===== src/rtl/mem_bus_arbiter.sv =====
// mem_bus_arbiter: shares one memory port between fetch and data buses with D priority,
// bounded fetch starvation and a per-transaction timeout.
module mem_bus_arbiter #(
  parameter int AW           = 32,
  parameter int DW           = 32,
  parameter int D_MAX_STREAK = 4,
  parameter int TIMEOUT      = 255,
  parameter int TO_W         = 8
) (
  input  logic          clk,
  input  logic          rst_n,
  input  logic          i_i_stb,
  input  logic [AW-1:0] i_i_addr,
  output logic          o_i_ack,
  output logic [DW-1:0] o_i_data,
  input  logic          i_d_stb,
  input  logic          i_d_wr_en,
  input  logic [AW-1:0] i_d_addr,
  input  logic [DW-1:0] i_d_wr_data,
  output logic          o_d_ack,
  output logic [DW-1:0] o_d_data,
  output logic          o_m_stb,
  output logic          o_m_wr_en,
  output logic [AW-1:0] o_m_addr,
  output logic [DW-1:0] o_m_wr_data,
  output logic          o_m_src,
  input  logic          i_m_ack,
  input  logic [DW-1:0] i_m_data,
  output logic          o_bus_err
);
  localparam logic [1:0] S_IDLE = 2'd0, S_BUSY = 2'd1, S_RESP = 2'd2;
  localparam int SW = $clog2(D_MAX_STREAK + 1);
  logic [1:0] state_q, state_d;
  logic [SW-1:0] streak_q, streak_d;
  logic [TO_W-1:0] to_q, to_d;
  logic m_stb_q, m_stb_d, m_wr_en_q, m_wr_en_d, m_src_q, m_src_d;
  logic [AW-1:0] m_addr_q, m_addr_d;
  logic [DW-1:0] m_wr_data_q, m_wr_data_d;
  logic i_ack_q, i_ack_d, d_ack_q, d_ack_d, bus_err_q, bus_err_d;
  logic [DW-1:0] i_data_q, i_data_d, d_data_q, d_data_d;
  logic grant_d, done;
  // Fetch wins a collision only once data has used up its streak allowance.
  assign grant_d = i_d_stb && !(i_i_stb && streak_q == SW'(D_MAX_STREAK));
  assign done = i_m_ack || to_q == TO_W'(TIMEOUT - 1);
  always_comb begin
    state_d = state_q;
    streak_d = streak_q;
    to_d = to_q;
    m_stb_d = m_stb_q;
    m_wr_en_d = m_wr_en_q;
    m_src_d = m_src_q;
    m_addr_d = m_addr_q;
    m_wr_data_d = m_wr_data_q;
    i_ack_d = 1'b0;
    d_ack_d = 1'b0;
    bus_err_d = 1'b0;
    i_data_d = '0;
    d_data_d = '0;
    case (state_q)
      S_IDLE: if (i_i_stb || i_d_stb) begin
        state_d = S_BUSY;
        to_d = '0;
        m_stb_d = 1'b1;
        m_src_d = grant_d;
        m_addr_d = grant_d ? i_d_addr : i_i_addr;
        m_wr_en_d = grant_d && i_d_wr_en;
        m_wr_data_d = grant_d ? i_d_wr_data : '0;
        streak_d = !(grant_d && i_i_stb) ? '0 :
                   streak_q == SW'(D_MAX_STREAK) ? streak_q : streak_q + 1'b1;
      end
      S_BUSY: begin
        to_d = to_q + 1'b1;
        if (done) begin
          state_d = S_RESP;
          m_stb_d = 1'b0;
          i_ack_d = !m_src_q;
          d_ack_d = m_src_q;
          bus_err_d = !i_m_ack;
          i_data_d = (i_m_ack && !m_src_q) ? i_m_data : '0;
          d_data_d = (i_m_ack && m_src_q && !m_wr_en_q) ? i_m_data : '0;
        end
      end
      default: state_d = S_IDLE;
    endcase
  end
  always_ff @(posedge clk or negedge rst_n) begin
    if (!rst_n) begin
      state_q <= S_IDLE;
      streak_q <= '0;
      to_q <= '0;
      m_stb_q <= 1'b0;
      m_wr_en_q <= 1'b0;
      m_src_q <= 1'b0;
      m_addr_q <= '0;
      m_wr_data_q <= '0;
      i_ack_q <= 1'b0;
      d_ack_q <= 1'b0;
      bus_err_q <= 1'b0;
      i_data_q <= '0;
      d_data_q <= '0;
    end else begin
      state_q <= state_d;
      streak_q <= streak_d;
      to_q <= to_d;
      m_stb_q <= m_stb_d;
      m_wr_en_q <= m_wr_en_d;
      m_src_q <= m_src_d;
      m_addr_q <= m_addr_d;
      m_wr_data_q <= m_wr_data_d;
      i_ack_q <= i_ack_d;
      d_ack_q <= d_ack_d;
      bus_err_q <= bus_err_d;
      i_data_q <= i_data_d;
      d_data_q <= d_data_d;
    end
  end
  assign o_i_ack = i_ack_q;
  assign o_i_data = i_data_q;
  assign o_d_ack = d_ack_q;
  assign o_d_data = d_data_q;
  assign o_m_stb = m_stb_q;
  assign o_m_wr_en = m_wr_en_q;
  assign o_m_addr = m_addr_q;
  assign o_m_wr_data = m_wr_data_q;
  assign o_m_src = m_src_q;
  assign o_bus_err = bus_err_q;
endmodule


===== config.mk =====
export PLATFORM = sky130hd
export DESIGN_NAME = mem_bus_arbiter
export DESIGN_NICKNAME = d
export VERILOG_FILES = /design/src/rtl/mem_bus_arbiter.sv
export SDC_FILE = /design/constraint.sdc
export NUM_CORES = 1
export LEC_CHECK = 0
export BUFFER_PORTS_ARGS = -buffer_cell sky130_fd_sc_hd__buf_2
export CORE_MARGIN = 2
export CORE_UTILIZATION = 42
export CTS_CLUSTER_SIZE = 12
export DETAILED_ROUTE_END_ITERATION = 10
export PLACE_DENSITY = 0.82
export SLEW_MARGIN = 20
export SYNTH_ARGS = -nofsm -noshare
export SYNTH_HDL_FRONTEND = slang
export SYNTH_SLANG_ARGS = --single-unit

===== constraint.sdc =====
create_clock -name clk -period 1.5 [get_ports clk]
set_clock_uncertainty 0.1 [all_clocks]
set_input_delay 0.075 -clock clk [delete_from_list [all_inputs] [get_ports clk]]
set_output_delay 0.075 -clock clk [all_outputs]
set_load 0.1 [all_outputs]

==> results.yml, run 1 <==
logic_synthesis:
  syn_area_sq_um: 5840
  synthAdderAreaFrac_pct: 0.857
  yosysUniqueCellTypes: 44
  synthSimpleGateAreaFrac_pct: 17.0
  synth-async-reset-ratio_pct: 100
  synth_edf_count: 0
  postSynthCellCount: 487
  yosys_warnings: 0
  synth_mux_area_share_pct: 0.685
  synth_top_family_by_area: "simple AND/OR/NAND/NOR gates"
  syn_nets: 625
  ys_seq_area_share_pct: 63.0
  synth-xor-area-share_pct: 0.150
  ys_dominant_reg_cell: "dfrtp_1"
  synth_compound_area_share_pct: 14.1
  synth-seq-cells: 147
  syn_area_per_cell_sq_um: 12.0
clock_tree:
  insertion_delay_ns: 0.41
  clockBufferDepth: 2
  htree_levels: 4
  cts_num_sinks: 147
  cts_inserted_buffers: 17
  path_clk_slew_ns: 0.06
  cts_tree: "yes"
  cts_root_buf: "clkbuf_16"
global_routing:
  grt_usage_pct: 26.9
  grt.overflow.total: 0
  grt_pass1_vias: 6084
  grt_pass1_wl_um: 30600
  grt_max_degree: 55
  antenna_found_initial: 1
detailed_routing:
  drcViolationCount: 0
  dr.pass1.iters: 5
  wl_um: 20400
  post_drt_via_cell_ratio: 5.38
  wl_per_cell_um: 18.7
  ant_nets: 0
  drt_iter0_markers: 445
  vias: 5865
pwr:
  seqPwrFrac_pct: 25.0
  power.internal_mw: 10.2
  p_sw_share_pct: 55.9
  power_per_cell_area_nw_per_um2: 2420
  leakage_nw: 4.83
  p_switching_mw: 12.9
  p_clk_share_pct: 18.0
  max-vdd-ir-drop_uv: 1640
  power_mw: 23.2
  power_frac_comb_pct: 57.0
timing:
  hold_slack_ns: 0.0714
  setup_ws_ns: 0.0207
  min_period_ns: 1.48
  hold_viol_final: 0
  max_freq_mhz: 676
  maxSlewHeadroom_pct: 65.9
  slew_viol_final: 0
  grt_setup_unrepaired: "yes"
  setup_viol: 0
  min_period_over_period_pct: 98.6
  tightest_slew_ns: 0.515
finish:
  layout_common_cells: "265 x buf_2, 144 x dfrtp_1, 135 x dlygate4sd3_1"
  layout.nets: 1034
  regArea_sq_um: 3680
  finalInstanceArea_sq_um: 9560
  drive_above_1_share_pct: 38.5
  multiInputGateArea_sq_um: 2000
  final_common_cell: "buf_2"
  fin_util_pct: 69.7
  nFillCells: 944
  area_growth_pct: 63.7
placement:
  port_buffers: 267
  post_dp_cell_area_sq_um: 7470
  dp_slack_ns: -0.0459
  dpl.hpwl_um: 10900
  place_congestion: 0.855
flow_run:
  cap_violations: 0
critical_path:
  arrival_ns: 1.65
  slowest_delay_ns: 0.46
  cp_slowest_cell: "dfrtp_2"
  critPathRequiredTime_ns: 1.67
  crit_family: "flip-flops"
  crit_path_start_kind: "register"
  critical_path_class: "reg2reg"
  endpoint_kind: "register"
  path_cells: "or2_4, buf_12, o21ai_0, o211ai_1"
  path_buf_inv: 1
  critical_path.max_fanout: 37
floorplan:
  rows: 43
  die_h_um: 122
  start_util_pct: 42.6
  die_area_sq_um: 14900
  die_x_um: 122
  io_pins: 268
  coreArea_sq_um: 13700
status:
  status: "finished, final reports clean"
min_path:
  hold_path.class: "in2reg"
## through the flow
stage               instances  TNS, ns
finish                   1090        0
global route             1090   -0.318
CTS                      1086        0
detailed placement        914   -0.972
global placement          914        0
floorplan                 487   -0.714
## worst min-delay path: stages
cell,delay (ns)
buf_2,0.17
nand2_1,0.08
o311ai_1,0.08
o2bb2ai_1,0.12
## cells by family (layout without fill, tap and decap cells)
group | after synthesis | after routing
adders and majority gates | 4 | 4
buffers and inverters | 49 | 468
and+or+nand+nor | 165 | 168
AOI/OAI and AO/OA | 117 | 117
xor gates and xnor gates | 1 | 1
other | 0 | 1
DFF | 147 | 147
muxes | 4 | 4
## per-layer routing
metal	share of wire [%]	vias to the layer above	GRT usage, %
met5	0	-	0
met4	3.6	0	13.6
met1	37	2769	30.6
met2	51	416	47.0
met3	8.3	88	6.60
li1	-	2592	-
## cell usage after synthesis (all sizes together) (3+ instances only)
cell      n  share of area [%]
ha        4               0.86
nand2     8               0.64
mux2i     4               0.69
o22ai     3               0.32
a22o     33                4.9
nand3    38                3.5
clkbuf    9               0.58
a21oi     3               0.26
buf      36                3.4
and2     66                7.1
nor2      6               0.51
o21ai    37                3.2
o211ai   33                4.2
nand4    34                3.6
dfrtp   147                 63
inv       4               0.26
## power groups by stage
stage / registers (mW) / logic, mW / clock network [mW]
after floorplan: 13.3 / 2.46 / 0
after global placement: 5.75 / 12.1 / 0
after detailed placement: 5.77 / 12.3 / 0
after CTS: 5.74 / 12.9 / 4.24
after global routing: 5.89 / 13.7 / 4.45
final: 5.78 / 13.2 / 4.17
## path summary, 6_finish.rpt
path	slack [ns]	startpoint	to	depth (start not counted)
max	0.02	state_q[0]	o_m_addr[3]	4
min	0.07	i_d_stb	streak_q[2]	4
max reg2reg	0.02	state_q[0]	o_m_addr[3]	4
min reg2reg	0.41	o_m_wr_data[20]	o_m_wr_data[20]	1
max in group asynchronous	0.19	rst_n	streak_q[2]	4
min in group asynchronous	0.53	rst_n	o_i_data[19]	3
## final cells by class
type | instances | share of cell area, %
Sequential cell | 147 | 38.5
Timing Repair Buffer | 432 | 31.9
Multi-Input combinational cell | 294 | 20.9
Clock buffer | 17 | 4.45
Tap cell | 180 | 2.36
Clock inverter | 15 | 1.75
Inverter | 4 | 0.157
Antenna cell | 1 | 0.0262
## what timing repair did
item,4_1_cts,5_1_grt
cloned,2,3
gates resized for setup,7,17
endpoints found under the setup margin,53,82
hold endpoints to repair,283,0
pin swaps,6,13
buffers inserted,3,1
hold buffers,135,0
## sequential cells by signal, indices dropped and copies added (netlist names)
signal / flops
o_bus_err: 1
o_d_ack: 1
o_d_data: 32
o_i_ack: 1
o_i_data: 32
o_m_addr: 32
o_m_src: 1
o_m_stb: 1
o_m_wr_data: 32
o_m_wr_en: 1
state_q: 2
streak_q: 3
to_q: 8
No activity file was read; power rests on OpenSTA's default activity.
==> run 2: changes to the inputs <==
- ABC_AREA: default -> 1
- CORE_UTILIZATION: 42 -> 43
==> run 2 against run 1 <==
The flow now finishes with violations (negative setup slack). Design area grew 5.6%. Flip-flop and latch count is the same. First-iteration DRC count is the same. Utilization grew 2.5 points. Critical path type unchanged. Worst hold slack lost 0.032 ns. Via count grew 8.0%. Synthesized cell count grew 36%. Register-to-register slack lost 0.07 ns. Synthesized area grew 6.5%.
==> results.yml, run 2 <==
timing:
  tightest_slew_ns: 0.526
  grt_setup_unrepaired: "yes"
  hold_viol_final: 0
  min_period_over_period_pct: 103
  min_period_ns: 1.55
  slew_viol_final: 0
  fin_tns_setup_ns: -0.739
  setup_viol: 33
  setup_ws_ns: -0.0468
  maxSlewHeadroom_pct: 65.1
  max_freq_mhz: 646
critical_path:
  critPathRequiredTime_ns: 1.69
  critical_path_class: "reg2reg"
  crit_path_start_kind: "register"
  arrival_ns: 1.73
  endpoint_kind: "register"
  critical_path.max_fanout: 5
status:
  status: "finished with violations"
  violations: "negative setup slack"
detailed_routing:
  drt_iter0_markers: 445
  vias: 6333
  ant_nets: 0
  wl_per_cell_um: 16.3
  drcViolationCount: 0
  post_drt_via_cell_ratio: 4.97
  wl_um: 20800
  dr.pass1.iters: 6
clock_tree:
  cts_num_sinks: 147
  htree_levels: 4
  clockBufferDepth: 2
  insertion_delay_ns: 0.42
  cts_inserted_buffers: 17
  cts_tree: "yes"
  cts_root_buf: "clkbuf_16"
  path_clk_slew_ns: 0.07
global_routing:
  grt_max_degree: 65
  grt_usage_pct: 26.1
  antenna_found_initial: 0
  grt_pass1_wl_um: 32600
  grt.overflow.total: 0
  grt_pass1_vias: 6640
placement:
  dpl.cell_count: 1099
  post_dp_cell_area_sq_um: 7910
  port_buffers: 267
  place_congestion: 0.797
  dpl.hpwl_um: 11000
  dp_slack_ns: -0.0350
pwr:
  leakage_nw: 5.53
  max-vdd-ir-drop_uv: 2370
  power_per_cell_area_nw_per_um2: 2380
finish:
  layout_common_cells: "266 x buf_2, 184 x nand2_1, 145 x dfrtp_1"
  area_growth_pct: 62.3
  drive_above_1_share_pct: 37.4
  fin_util_pct: 72.2
  n_antenna_cell: 0
  final_common_cell: "buf_2"
  fin_cells: 1275
  nFillCells: 910
  layout.nets: 1220
  finalInstanceArea_sq_um: 10100
logic_synthesis:
  ys_top_cells_by_count: "188 x nand2_1, 147 x dfrtp_1, 80 x inv_1"
  syn_area_per_cell_sq_um: 9.40
  ys_dominant_reg_cell: "dfrtp_1"
  syn_area_sq_um: 6220
  synth-seq-cells: 147
  synth.largest_area_cell: "dfrtp_1"
  ys_seq_area_share_pct: 59.1
  syn_nets: 800
  yosysUniqueCellTypes: 22
  synth-async-reset-ratio_pct: 100
  synth.top_cell.area_share_pct: 59.1
  postSynthCellCount: 662
  post-synth-top-count-cell: "nand2_1"
  yosys_warnings: 0
  synth_area_leaders: "dfrtp_1 59%, nand2_1 11%, nor3_2 8.0%"
  synth_edf_count: 0
floorplan:
  rows: 43
  die_x_um: 124
  start_util_pct: 44.5
  io_pins: 268
  die_h_um: 124
  die_area_sq_um: 15400
  coreArea_sq_um: 14000
flow_run:
  cap_violations: 0
min_path:
  hold_path.class: "in2async"
run 2: changes by cell type in the layout (fill, tap and decap cells not counted), sizes merged, moves of 4 or more:
cell    change
o21ai       +7
nor3       +64
a22o       -33
nand3       +8
clkbuf      +5
nand4      -33
nor2       +37
inv        +79
o211ai     -33
and2       -67
buf         +5
mux2i       -4
nand2     +180
run 2: through the flow:
step	total power [mW]	hold slack, ns
after detailed placement	19.1	-0.0932
after floorplan	16.6	-0.321
after global placement	19.0	-0.0933
after global routing	24.9	0.0683
final	24.0	0.0393
after CTS	23.6	0.0387
run 2: worst paths after layout:
check,startpoint,end,slack (ns),cells past startpoint
worst min-delay path,rst_n,o_i_data[29],0.04,2
min in group clk,i_d_stb,o_m_addr[1],0.15,5
max in group asynchronous,rst_n,o_d_data[11],0.71,3
worst min register to register,o_m_wr_data[9],o_m_wr_data[9],0.37,2
worst max register to register,streak_q[1],o_m_wr_data[16],-0.05,9
worst max-delay path,streak_q[1],o_m_wr_data[16],-0.05,9
run 2: cell families (layout without fill, tap and decap cells):
kind of cell    count (synthesis)  count (layout)  synth area share [%]
compound gates                 45              45                  3.68
xor+xnor                        1               1                 0.141
simple gates                  344             344                  27.3
buf+inv                       121             554                  8.93
flops                         147             147                  59.1
fa+ha+maj                       4               4                 0.805
run 2: metal layers:
metal  global-route usage (%)  vias to the layer above  wire, um
li1                         -                     2899         -
met1                     29.5                     2925      7580
met2                     45.5                      419     10500
met3                     6.27                       90      1670
met4                     14.1                        0       988
met5                        0                        -         0
run 2: repair_timing:
| action | in CTS | in global routing |
|---|---|---|
| hold buffers | 133 | 0 |
| pin swaps | 0 | 17 |
| gates resized for setup | 4 | 20 |
| buffers inserted | 0 | 5 |
| setup endpoints to repair | 39 | 67 |
| endpoints found under the hold margin | 282 | 0 |
| cloned | 1 | 5 |
run 2: where the power goes:
group          switching [mW]  internal, mW
clock                    1.81          2.38
combinational            11.4          2.52
sequential              0.715          5.16
total                    14.0          10.1
run 2: final cells by class:
cell class | instances | area, sq um | area share [%]
clock buffers | 18 | 439 | 4.35
well taps | 180 | 225 | 2.23
inverters | 83 | 322 | 3.18
repair buffers | 439 | 3220 | 31.8
clock inverters | 14 | 144 | 1.43
flip-flops and latches | 147 | 3680 | 36.5
multi-input cells | 394 | 2070 | 20.5
run 2: critical path, cell delays in order, from the launching register on:
cell	delay, ns
dfrtp_1	0.40
inv_2	0.09
ha_4	0.15
nand3_4	0.10
nand2_8	0.13
buf_6	0.12
inv_8	0.05
buf_12	0.12
nand3_1	0.06
nand2_1	0.09
==> run 3: changes to the inputs <==
- CORE_MARGIN: 2 -> default
==> run 3 against run 2 <==
The flow now finishes without violations. Maximum frequency grew 3.8%. Worst hold slack improved by 0.013 ns. Non-clock buffer count shrank 12. Flip-flop and latch count is the same. Critical path type is now reg2out. Largest power group unchanged.
==> results.yml, run 3 (synthesis gave the netlist of run 2 again) <==
critical_path:
  reg2reg_to: "o_m_addr[30]"
  cp_slowest_cell: "buf_2"
  path_buf_inv: 1
  slowest_delay_ns: 0.45
  rrSetupSlack_ns: 0.02
  path_cells: "buf_2"
  endpoint_kind: "primary output"
  r2r_cells: 7
  critPathRequiredTime_ns: 1.32
  critical_path.max_fanout: 4
  arrival_ns: 1.32
  rr_startpoint: "streak_q[1]"
  crit_family: "buffers and inverters"
  critical_path_class: "reg2out"
  crit_path_start_kind: "register"
finish:
  area_growth_pct: 61.5
  layout_common_cells: "266 x buf_2, 170 x nand2_1, 145 x dfrtp_1"
  nFillCells: 902
  layout.nets: 1208
  final_common_cell: "buf_2"
  fin_cells: 1264
  drive_above_1_share_pct: 38.0
clock_tree:
  cts_root_buf: "clkbuf_16"
  htree_levels: 4
  cts_num_sinks: 147
  insertion_delay_ns: 0.42
  cts_inserted_buffers: 17
  cts_tree: "yes"
  clockBufferDepth: 2
  postCtsSetupRepairBufs: 0
  path_clk_slew_ns: 0.06
floorplan:
  rows: 43
  start_util_pct: 44.5
  coreArea_sq_um: 14000
  die_area_sq_um: 15000
  io_pins: 268
  die_x_um: 122
  die_h_um: 122
global_routing:
  grt_pass1_wl_um: 29700
  grt.overflow.total: 0
  antenna_found_initial: 0
  grt_pass1_vias: 6271
  grt_max_degree: 43
  grt_usage_pct: 25.9
pwr:
  max-vdd-ir-drop_uv: 2080
  leakage_nw: 5.46
  power.internal_mw: 10.3
  p_sw_share_pct: 57.1
  power_frac_comb_pct: 57.0
  p_clk_share_pct: 18.7
  seqPwrFrac_pct: 24.3
  power_per_cell_area_nw_per_um2: 2390
  p_switching_mw: 13.7
min_path:
  hold_path.class: "in2async"
detailed_routing:
  vias: 6276
  drt_iter0_markers: 356
  dr.pass1.iters: 5
  drcViolationCount: 0
  ant_nets: 0
  wl_per_cell_um: 15.6
  wl_um: 19800
  post_drt_via_cell_ratio: 4.97
placement:
  place_congestion: 0.775
  dpl.cell_count: 1092
  port_buffers: 267
  dpl.hpwl_um: 10400
timing:
  min_period_ns: 1.49
  tightest_slew_ns: 0.516
  hold_viol_final: 0
  hold_slack_ns: 0.0520
  grt_setup_unrepaired: "yes"
  slew_viol_final: 0
  setup_viol: 0
  maxSlewHeadroom_pct: 65.8
  min_period_over_period_pct: 99.4
  max_freq_mhz: 671
flow_run:
  cap_violations: 0
status:
  status: "finished, final reports clean"
run 3: final cells by class:
cell class	count	area [sq um]	area share, %
diodes	1	2.50	0.0249
clock buffers	20	447	4.44
clock inverters	12	180	1.79
inverters	83	322	3.20
multi-input cells	394	2110	21.0
flip-flops and latches	147	3680	36.7
well taps	180	225	2.24
repair buffers	427	3080	30.7
run 3: through the flow:
stage / utilization (%) / setup slack (ns) / area (sq um) / total power, mW / setup TNS [ns]
CTS: 70.2 / -0.0273 / 9820 / 23.7 / -0.167
detailed placement: 55.9 / -0.0311 / 7820 / 18.9 / -0.501
finish: 71.8 / 0.00924 / 10000 / 24.1 / 0
global placement: 55.9 / 0.0259 / 7820 / 18.7 / 0
floorplan: - / 0.0237 / 6230 / 16.6 / 0
global route: 71.8 / -0.0649 / 10000 / 25.0 / -0.930
run 3: power groups by stage:
stage | registers (mW) | logic, mW | clock network, mW
3_5_place_dp | 5.82 | 13.1 | 0
2_1_floorplan | 13.9 | 2.74 | 0
4_1_cts | 5.79 | 13.4 | 4.55
3_3_place_gp | 5.79 | 12.9 | 0
5_1_grt | 5.97 | 14.3 | 4.74
6_report | 5.84 | 13.7 | 4.50
run 3: metal layers:
layer	track usage (%)	share of wire, %	up-vias
met4	13.6	4.3	0
met3	7.39	8.0	84
li1	-	-	2868
met2	44.2	50	379
met5	0	0	-
met1	29.2	37	2945
run 3: what timing repair did:
item | 4_1_cts | 5_1_grt
pin swaps | 1 | 6
hold buffers | 133 | 0
cloned | 1 | 5
setup endpoints to repair | 32 | 69
endpoints found under the hold margin | 282 | 0
gates resized for setup | 3 | 40
run 3: how the worst max path moves through the flow:
stage	from	to	depth (start not counted)
3_3_place_gp	streak_q[0]	o_m_addr[0]	8
6_report	o_m_src	o_m_src	1
2_1_floorplan	o_m_src	o_d_data[10]	5
3_5_place_dp	streak_q[1]	o_m_addr[31]	8
5_1_grt	streak_q[1]	o_m_addr[20]	8
4_1_cts	streak_q[1]	o_m_wr_data[13]	8
